--- src/rtl/fma_operand_issuer_if.sv ---
// Request and response streams between the issue logic and the FMA operand issuer.
//
// Both streams use valid/ready handshaking. A transfer happens on a rising clock
// edge where valid and ready are both high. Once the producer raises valid, it
// holds valid and the payload stable until that transfer. Ready may change
// freely and never depends combinationally on valid.
interface fma_operand_issuer_if #(
  parameter int WIDTH     = 32,
  parameter int TAG_WIDTH = 4
);
  logic                 in_valid;
  logic                 in_ready;
  logic [WIDTH-1:0]     in_a;
  logic [WIDTH-1:0]     in_b;
  logic [WIDTH-1:0]     in_c;
  logic [1:0]           in_rnd;
  logic [TAG_WIDTH-1:0] in_tag;

  logic                 out_valid;
  logic                 out_ready;
  logic [WIDTH-1:0]     out_result;
  logic [TAG_WIDTH-1:0] out_tag;

  // Issue logic side: produces requests and consumes results.
  modport master (
    output in_valid, in_a, in_b, in_c, in_rnd, in_tag,
    input  in_ready,
    input  out_valid, out_result, out_tag,
    output out_ready
  );

  // Issuer side: consumes requests and produces results.
  modport slave (
    input  in_valid, in_a, in_b, in_c, in_rnd, in_tag,
    output in_ready,
    output out_valid, out_result, out_tag,
    input  out_ready
  );
endinterface

--- src/rtl/fma_operand_issuer.sv ---
// Queues FMA operand triples and drives them into a combinational FMA core.
// The operands are held for a fixed settle window, and then the result is
// captured and returned in request order with its tag.
module fma_operand_issuer #(
  parameter int WIDTH         = 32,
  parameter int DEPTH         = 4,
  parameter int TAG_WIDTH     = 4,
  parameter int SETTLE_CYCLES = 2
) (
  input  logic                    clk,
  input  logic                    rst,
  fma_operand_issuer_if.slave     bus,
  output logic [WIDTH-1:0]        fma_a,
  output logic [WIDTH-1:0]        fma_b,
  output logic [WIDTH-1:0]        fma_c,
  output logic [1:0]              fma_rnd,
  input  logic [WIDTH-1:0]        fma_result,
  output logic [$clog2(DEPTH):0]  level,
  output logic                    busy,
  output logic [1:0]              state_dbg
);

  localparam int AW = $clog2(DEPTH);
  localparam int CW = (SETTLE_CYCLES > 1) ? $clog2(SETTLE_CYCLES) : 1;
  localparam logic [CW-1:0] SETTLE_LOAD = CW'(SETTLE_CYCLES - 1);
  localparam logic [AW:0]   FULL_LEVEL  = (AW+1)'(DEPTH);

  typedef enum logic [1:0] {
    IDLE  = 2'd0,
    ISSUE = 2'd1,
    RESP  = 2'd2
  } state_t;

  typedef struct packed {
    logic [WIDTH-1:0]     a;
    logic [WIDTH-1:0]     b;
    logic [WIDTH-1:0]     c;
    logic [1:0]           rnd;
    logic [TAG_WIDTH-1:0] tag;
  } entry_t;

  entry_t               mem [DEPTH];
  logic [AW-1:0]        wr_ptr;
  logic [AW-1:0]        rd_ptr;
  entry_t               head;
  entry_t               entry_in;
  logic                 push;
  logic                 pop;

  state_t               state;
  logic [CW-1:0]        counter;
  logic [TAG_WIDTH-1:0] tag_q;
  logic                 out_valid_q;
  logic [WIDTH-1:0]     out_result_q;
  logic [TAG_WIDTH-1:0] out_tag_q;

  // A pop never frees a slot for a push in the same cycle. Ready depends only on level.
  assign bus.in_ready = (level != FULL_LEVEL);
  assign push         = bus.in_valid && bus.in_ready;
  assign entry_in     = '{a: bus.in_a, b: bus.in_b, c: bus.in_c, rnd: bus.in_rnd, tag: bus.in_tag};
  assign head         = mem[rd_ptr];

  // Dequeue when idle with work pending, or when a result leaves and more work is queued.
  assign pop = (level != '0) &&
               ((state == IDLE) || ((state == RESP) && out_valid_q && bus.out_ready));

  assign bus.out_valid  = out_valid_q;
  assign bus.out_result = out_result_q;
  assign bus.out_tag    = out_tag_q;
  assign busy           = (state != IDLE) || (level != '0);
  assign state_dbg      = state;

  // FIFO storage. The data needs no reset because the pointers and level gate every read.
  always_ff @(posedge clk) begin
    if (push) begin
      mem[wr_ptr] <= entry_in;
    end
  end

  // FIFO pointers and occupancy. Pointers wrap naturally because DEPTH is a power of two.
  always_ff @(posedge clk) begin
    if (rst) begin
      wr_ptr <= '0;
      rd_ptr <= '0;
      level  <= '0;
    end else begin
      if (push) wr_ptr <= wr_ptr + AW'(1);
      if (pop)  rd_ptr <= rd_ptr + AW'(1);
      case ({push, pop})
        2'b10:   level <= level + (AW+1)'(1);
        2'b01:   level <= level - (AW+1)'(1);
        default: level <= level;
      endcase
    end
  end

  // Issue FSM: load operands, wait out the settle window, capture, then hold the result until accepted.
  always_ff @(posedge clk) begin
    if (rst) begin
      state        <= IDLE;
      counter      <= '0;
      tag_q        <= '0;
      fma_a        <= '0;
      fma_b        <= '0;
      fma_c        <= '0;
      fma_rnd      <= '0;
      out_valid_q  <= 1'b0;
      out_result_q <= '0;
      out_tag_q    <= '0;
    end else begin
      case (state)
        IDLE: begin
          if (level != '0) begin
            fma_a   <= head.a;
            fma_b   <= head.b;
            fma_c   <= head.c;
            fma_rnd <= head.rnd;
            tag_q   <= head.tag;
            counter <= SETTLE_LOAD;
            state   <= ISSUE;
          end
        end
        ISSUE: begin
          if (counter != '0) begin
            counter <= counter - CW'(1);
          end else begin
            out_result_q <= fma_result;
            out_tag_q    <= tag_q;
            out_valid_q  <= 1'b1;
            state        <= RESP;
          end
        end
        RESP: begin
          if (bus.out_ready) begin
            out_valid_q <= 1'b0;
            if (level != '0) begin
              fma_a   <= head.a;
              fma_b   <= head.b;
              fma_c   <= head.c;
              fma_rnd <= head.rnd;
              tag_q   <= head.tag;
              counter <= SETTLE_LOAD;
              state   <= ISSUE;
            end else begin
              state <= IDLE;
            end
          end
        end
        default: state <= IDLE;
      endcase
    end
  end

endmodule
--- src/flat_wrapper.sv ---
// flat-port wrapper written by rule: the top's interface ports become plain ports
module fma_operand_issuer_flat 
#(
  parameter int WIDTH         = 32,
  parameter int DEPTH         = 4,
  parameter int TAG_WIDTH     = 4,
  parameter int SETTLE_CYCLES = 2
)
  (clk, rst, fma_a, fma_b, fma_c, fma_rnd, fma_result, level, busy, state_dbg, bus_in_valid, bus_in_a, bus_in_b, bus_in_c, bus_in_rnd, bus_in_tag, bus_in_ready, bus_out_valid, bus_out_result, bus_out_tag, bus_out_ready);
  fma_operand_issuer_if #(.WIDTH(WIDTH), .TAG_WIDTH(TAG_WIDTH)) bus_i ();
  input  logic clk;
  input  logic rst;
  output logic [WIDTH-1:0] fma_a;
  output logic [WIDTH-1:0] fma_b;
  output logic [WIDTH-1:0] fma_c;
  output logic [1:0] fma_rnd;
  input  logic [WIDTH-1:0] fma_result;
  output logic [$clog2(DEPTH):0] level;
  output logic busy;
  output logic [1:0] state_dbg;
  input wire logic [$bits(bus_i.in_valid)-1:0] bus_in_valid;
  input wire logic [$bits(bus_i.in_a)-1:0] bus_in_a;
  input wire logic [$bits(bus_i.in_b)-1:0] bus_in_b;
  input wire logic [$bits(bus_i.in_c)-1:0] bus_in_c;
  input wire logic [$bits(bus_i.in_rnd)-1:0] bus_in_rnd;
  input wire logic [$bits(bus_i.in_tag)-1:0] bus_in_tag;
  output wire logic [$bits(bus_i.in_ready)-1:0] bus_in_ready;
  output wire logic [$bits(bus_i.out_valid)-1:0] bus_out_valid;
  output wire logic [$bits(bus_i.out_result)-1:0] bus_out_result;
  output wire logic [$bits(bus_i.out_tag)-1:0] bus_out_tag;
  input wire logic [$bits(bus_i.out_ready)-1:0] bus_out_ready;
  assign bus_i.in_valid = bus_in_valid;
  assign bus_i.in_a = bus_in_a;
  assign bus_i.in_b = bus_in_b;
  assign bus_i.in_c = bus_in_c;
  assign bus_i.in_rnd = bus_in_rnd;
  assign bus_i.in_tag = bus_in_tag;
  assign bus_in_ready = bus_i.in_ready;
  assign bus_out_valid = bus_i.out_valid;
  assign bus_out_result = bus_i.out_result;
  assign bus_out_tag = bus_i.out_tag;
  assign bus_i.out_ready = bus_out_ready;
  fma_operand_issuer #(.WIDTH(WIDTH), .DEPTH(DEPTH), .TAG_WIDTH(TAG_WIDTH), .SETTLE_CYCLES(SETTLE_CYCLES)) u_core (.clk(clk), .rst(rst), .bus(bus_i), .fma_a(fma_a), .fma_b(fma_b), .fma_c(fma_c), .fma_rnd(fma_rnd), .fma_result(fma_result), .level(level), .busy(busy), .state_dbg(state_dbg));
endmodule
--- config.mk ---
export PLATFORM = sky130hd
export DESIGN_NAME = fma_operand_issuer_flat
export DESIGN_NICKNAME = d
export VERILOG_FILES = /design/src/rtl/fma_operand_issuer_if.sv /design/src/rtl/fma_operand_issuer.sv /design/src/flat_wrapper.sv
export SDC_FILE = /design/constraint.sdc
export NUM_CORES = 1
export LEC_CHECK = 0
export BUFFER_PORTS_ARGS = -buffer_cell sky130_fd_sc_hd__clkbuf_2
export CORE_MARGIN = 2
export CORE_UTILIZATION = 35
export DETAILED_ROUTE_END_ITERATION = 12
export PLACE_DENSITY = 0.49
export SETUP_SLACK_MARGIN = 0.5
export SYNTH_ARGS = -nofsm -noshare
export SYNTH_HDL_FRONTEND = slang
export SYNTH_SLANG_ARGS = --single-unit
export TNS_END_PERCENT = 50
--- constraint.sdc ---
create_clock -name clk -period 4.63 [get_ports clk]
set_input_delay 0.926 -clock clk [delete_from_list [all_inputs] [get_ports clk]]
set_output_delay 0.926 -clock clk [all_outputs]
set_load 0.05 [all_outputs]
## After elaboration in Yosys (flattened, before gate mapping)

Memories as Yosys holds them, arrays and structs flattened. A register that Yosys moved wholly into a read port is not among the register bits.
Index checks and enable logic that the tools add are counted.

| storage, ports and cells | value |
|---|---|
| RAM bits | 408 |
| logic and storage cells | 78 |
| input port bits | 138 |
| output and inout port bits | 142 |
| memories | 1 |
| flip-flop bits (word level) | 149 |

| cells by class | value |
|---|---|
| mux-type cells | 32 |
| equality and inequality tests | 8 |
| reduce and logical (&&, ||, !) cells | 18 |
| $add $sub $neg | 5 |
| bitwise logic cells | 1 |

Memory list:

| name | depth | width | rd ports | clocked after memory_dff | write ports | RTL line | source |
|---|---|---|---|---|---|---|---|
| u_core.mem | 4 | 102 | 1 | 1 | 1 | fma_operand_issuer.sv:42 | `entry_t mem [DEPTH];` |

Operators by type and width:

| cell | number |
|---|---|
| $mux W32 | 6 |
| $pmux W32 S2 | 3 |
| $mux W2 | 7 |
| $mux W1 | 8 |
| $mux W4 | 2 |
| $pmux W4 S2 | 1 |
| $reduce_bool A2 Y1 | 4 |
| $ne A2 B2 Y1 const B | 3 |
| $pmux W2 S3 | 1 |
| $pmux W3 S2 | 1 |
| $reduce_and A2 Y1 | 3 |
| $reduce_and A3 Y1 | 2 |
| $reduce_bool A3 Y1 | 2 |
| $add A2 B1 Y2 const B | 2 |
| $eq A2 B1 Y1 const B | 2 |
| $eq A2 B2 Y1 const B | 2 |
| $logic_and A1 B1 Y1 | 4 |
| $pmux W2 S2 | 1 |
| $add A3 B1 Y3 const B | 1 |
| $ne A3 B3 Y1 const B | 1 |
| $pmux W1 S3 | 1 |
| $sub A3 B1 Y3 const B | 1 |
| $logic_not A2 Y1 | 1 |
| $logic_or A1 B1 Y1 | 2 |
| other kinds (3) | 3 |

## Logic depth before layout (Yosys ltp)

| depth | value |
|---|---|
| word-level depth | 7 |
| gate-level depth with buffers | 10 |
| depth with buffers taken out | 8 |

## Worst setup path before layout

Ideal clock, no wire load.

| timing path | value |
|---|---|
| path kind | register -> register |
| start point | reg u_core.level[0] |
| end point | mem u_core.mem[0][0] (netlist bit), enable pin |
| data arrival time | 3716 ps |
| required time | 4157 ps |
| clock period less this slack | 4189 ps |
| setup time | 473 ps |
| path slack | 441 ps |
| stages on the path, launching flop included | 4 |
| buffers on the path | 1 |
| cell sequence | dfxtp_1 or3b_1 buf_2 and3_1 |

| on the way | value |
|---|---|
| longest elaborated chain between the ends | 4 |

RTL lines:

| what | RTL line | source |
|---|---|---|
| from (decl) | fma_operand_issuer.sv:18 | `output logic [$clog2(DEPTH):0] level,` |
| from (signal assigned) | fma_operand_issuer.sv:90 | `2'b10: level <= level + (AW+1)'(1);` |
| from (signal assigned) | fma_operand_issuer.sv:91 | `2'b01: level <= level - (AW+1)'(1);` |
| from (signal assigned) | fma_operand_issuer.sv:92 | `default: level <= level;` |
| $ne A3 B3 Y1 | fma_operand_issuer.sv:58 | `assign bus.in_ready = (level != FULL_LEVEL);` |
| via bus_in_ready | flat_wrapper.sv:27 | `output wire logic [$bits(bus_i.in_ready)-1:0] bus_in_ready;` |
| $logic_and A1 B1 Y1 | fma_operand_issuer.sv:59 | `assign push = bus.in_valid && bus.in_ready;` |
| $mux W1 | fma_operand_issuer.sv:75 | `if (push) begin` |
| $mux W1 (not written as such) | fma_operand_issuer.sv:76 | `mem[wr_ptr] <= entry_in;` |
| to (decl) | fma_operand_issuer.sv:42 |  |

The timed path passes the listed nets, and every way through them passes these cells.

## Worst setup path after layout

| timing path | value |
|---|---|
| start point | reg u_core.level[2] |
| end point | out busy |

| on the way | value |
|---|---|
| longest elaborated chain between the ends | 2 |

RTL lines:

| what | RTL line | source |
|---|---|---|
| $reduce_bool A3 Y1 | fma_operand_issuer.sv:70 | `assign busy = (state != IDLE) \|\| (level != '0);` |
| $logic_or A1 B1 Y1 | fma_operand_issuer.sv:70 |  |
| to (decl) | flat_wrapper.sv:19 | `output logic busy;` |

No other way between the ends.

==> impl_metrics.env <==
export IMPL_fin_crit_sh_pct=71.4
export IMPL_final_core_util_pct=42.5
export IMPL_routed_wl_mm=54.7
export IMPL_dieArea_mm2=0.0619
export IMPL_worstSetupPathType="reg -> out"
export IMPL_ys_async_sr_fraction_pct=0
export IMPL_p_per_area_mw_per_mm2=686
export IMPL_multi_input_area_mm2=0.00511
export IMPL_drv_slew=0
export IMPL_rsz0062_at_grt="no"
export IMPL_hold_viol=0
export IMPL_ant_nets=0
export IMPL_fillerInstances=5392
export IMPL_fin_worst_skew_ns=0.0165
export IMPL_start_util_pct=35.5
export IMPL_viasPerCell=5.29
export IMPL_ys_warn_count=0
export IMPL_crit_slowest_cell="or3_4"
export IMPL_cp_max_fo=48
export IMPL_yosys_area_top_type="edfxtp_1"
export IMPL_ys_ff_latch=559
export IMPL_worst_pin_slew_ns=0.941
export IMPL_htreeDepth=2
export IMPL_dpl_cell_area_mm2=0.0231
export IMPL_arrival_ns=2.38
export IMPL_final_area_mm2=0.0252
export IMPL_dr_pass1_iters=4
export IMPL_crit_required_ns=3.70
export IMPL_area_growth_pct=19.9
export IMPL_tns_ns=0
export IMPL_antenna_cells=0
export IMPL_cts_tree="done"
export IMPL_synth_area_leaders="edfxtp_1, dfxtp_1, mux4_2"
export IMPL_syn_cell_area_mm2=0.0210
export IMPL_routabilityCongestion=0.746
export IMPL_layout_cells_most_common="edfxtp_1"
export IMPL_route_vias_total=12300
export IMPL_drt_iter0_drc=778
export IMPL_cp_slowest_stage_delay_ns=0.70
export IMPL_rr_startpoint="u_core.level[2]$_SDFFE_PP0P_"
export IMPL_nets=1647
export IMPL_clkLatencyLatePin_ns=0.61
export IMPL_core_area_mm2=0.0591
export IMPL_leakage_nw=8.70
export IMPL_period_needed_ns=3.31
export IMPL_grt_pass1_wl_mm=82.3
export IMPL_regArea_mm2=0.0153
export IMPL_total_power_mw=17.3
export IMPL_grt_use_total_pct=17.6
export IMPL_fmaxAchievable_mhz=302
export IMPL_hold_ws_ns=0.454
export IMPL_grt_max_degree=70
export IMPL_hold_buffers=0
export IMPL_holdPathStages=2
export IMPL_vdd_drop_max_uv=351
export IMPL_critPathBufInv=1
export IMPL_final_cell_mix="edfxtp_1, clkbuf_2, dfxtp_1, a21oi_1, o31ai_1"
export IMPL_end_kind="primary output"
export IMPL_ys_flop_type="edfxtp_1"
export IMPL_path_delay_family="simple AND/OR/NAND/NOR gates"
export IMPL_clockBufferDepth=3
export IMPL_numCtsBuffers=59
export IMPL_grt_pass1_vias=12700
export IMPL_worst_hold_path_endpoint="u_core.bus.out_result[31]$_SDFFE_PP0P_"
export IMPL_dieHeight_um=249
export IMPL_syn_avg_cell_area_um2=16.7
export IMPL_holdCritStartpoint="u_core.bus.out_result[31]$_SDFFE_PP0P_"
export IMPL_rows=89
export IMPL_clk_pin_slew_ns=0.06
export IMPL_wl_per_cell_um=23.5
export IMPL_maxCapViolations=0
export IMPL_pin_count=280
export IMPL_worst_setup_path_start_kind="flop"
export IMPL_crit_chain="or3_4 -> or3_1 -> clkbuf_2"
export IMPL_synthCells=1256
export IMPL_drcViolationCount=0
export IMPL_maxSlewHeadroom_pct=37.3
export IMPL_overflow=0
export IMPL_portBuffers=279
export IMPL_synth_distinct_cells=39
export IMPL_antenna_found_initial=3
export IMPL_yosys_area_top_type_share_pct=58.4
export IMPL_synth_edf_count=408
export IMPL_die_w_um=249
export IMPL_cts_repair_resize_count=0
export IMPL_hold_path_class="reg -> reg"
export IMPL_drive_gt1_share_pct=33.8
export IMPL_setup_viol=0
export IMPL_synth_nets=1400
export IMPL_reg2reg_slack_ns=2.09
export IMPL_cts_root_buffer="clkbuf_16"
export IMPL_rr_worst_depth=5
export IMPL_yosysSeqAreaShare_pct=72.8
export IMPL_dp_hpwl_mm=29.6
export IMPL_cts_sinks=559
export IMPL_post_cts_buffers=0
export IMPL_outcome="finished clean"
==> worst min-delay path, stage by stage, from the launching register on <==
cell and delay [ns]:
dfxtp_1 0.30, nand2_1 0.05, a21oi_1 0.05
==> flip-flops by register name, indices dropped and copies added, names as in the netlist, named ones only <==
name                   cells
u_core.fma_b              32
u_core.fma_c              32
u_core.rd_ptr              2
u_core.wr_ptr              2
u_core.fma_a              32
u_core.tag_q               4
u_core.level               3
u_core.bus.out_valid       1
u_core.counter             1
u_core.bus.out_tag         4
u_core.state_dbg           2
u_core.bus.out_result     32
u_core.fma_rnd             2
u_core.mem               408
==> layout make-up <==
cell class	instances	area share, %
clock inverters	30	1.31
clock buffers	80	6.91
well taps	773	3.84
flip-flops and latches	559	60.8
repair buffers	304	6.75
multi-input cells	572	20.3
inverters	7	0.114
==> through the flow <==
stage | worst slack [ns] | std cells
floorplan | 0.441 | 1256
global placement | 1.87 | 2215
detailed placement | 1.84 | 2215
CTS | 1.25 | 2325
global route | 1.23 | 2325
finish | 1.32 | 2325
==> power by group <==
group,switching (mW),internal [mW]
clock network,1.97,2.96
logic,3.94,1.64
registers,0.576,6.17
total,6.48,10.8
==> worst max path at each step <==
stage                     slack [ns]                            to  depth (start not counted)                         start
after floorplan                 0.44    u_core.mem[2][0]$_DFFE_PP_                          3  u_core.level[0]$_SDFFE_PP0P_
after global placement          1.87  u_core.level[2]$_SDFFE_PP0P_                          9                 bus_out_ready
after detailed placement        1.84   u_core.mem[0][21]$_DFFE_PP_                          3                  bus_in_valid
after CTS                       1.25                          busy                          3  u_core.level[2]$_SDFFE_PP0P_
after global routing            1.23                          busy                          3  u_core.level[2]$_SDFFE_PP0P_
final                           1.32                          busy                          3  u_core.level[2]$_SDFFE_PP0P_
==> routing by layer <==
layer  track usage [%]  share of wire, %  vias to the layer above
met5                 0             0.071                        -
met4              5.14               2.1                        6
met3              3.43               5.1                       88
met2              29.3                48                      296
met1              23.3                44                     6354
li1                  -                 -                     5545
==> kinds of logic (layout without fill, tap and decap cells) <==
logic type	after synthesis	count (layout)	share of synthesized area [%]
flip-flops	559	559	72.8
AO/OA/AOI/OAI	258	258	7.45
AND/OR/NAND/NOR	203	203	5.25
buffers and inverters	125	421	2.99
multiplexers	103	103	11.0
adder cells (fa/ha/maj)	6	6	0.394
XOR/XNOR	2	2	0.0835
==> synthesized netlist by cell type, drive strengths merged, types with 2 or more instances <==
| cell type | instances |
|---|---|
| nor2b | 2 |
| clkbuf | 62 |
| o21ai | 2 |
| dfxtp | 151 |
| buf | 56 |
| ha | 5 |
| nor2 | 5 |
| xor2 | 2 |
| a21oi | 147 |
| inv | 7 |
| a21o | 2 |
| nand3 | 3 |
| nand2 | 74 |
| or3 | 3 |
| nor3 | 2 |
| edfxtp | 408 |
| and3 | 4 |
| o31ai | 103 |
| mux4 | 102 |
| or3b | 2 |
| nand4 | 102 |
Note: power is estimated with default switching activity, not from simulation.
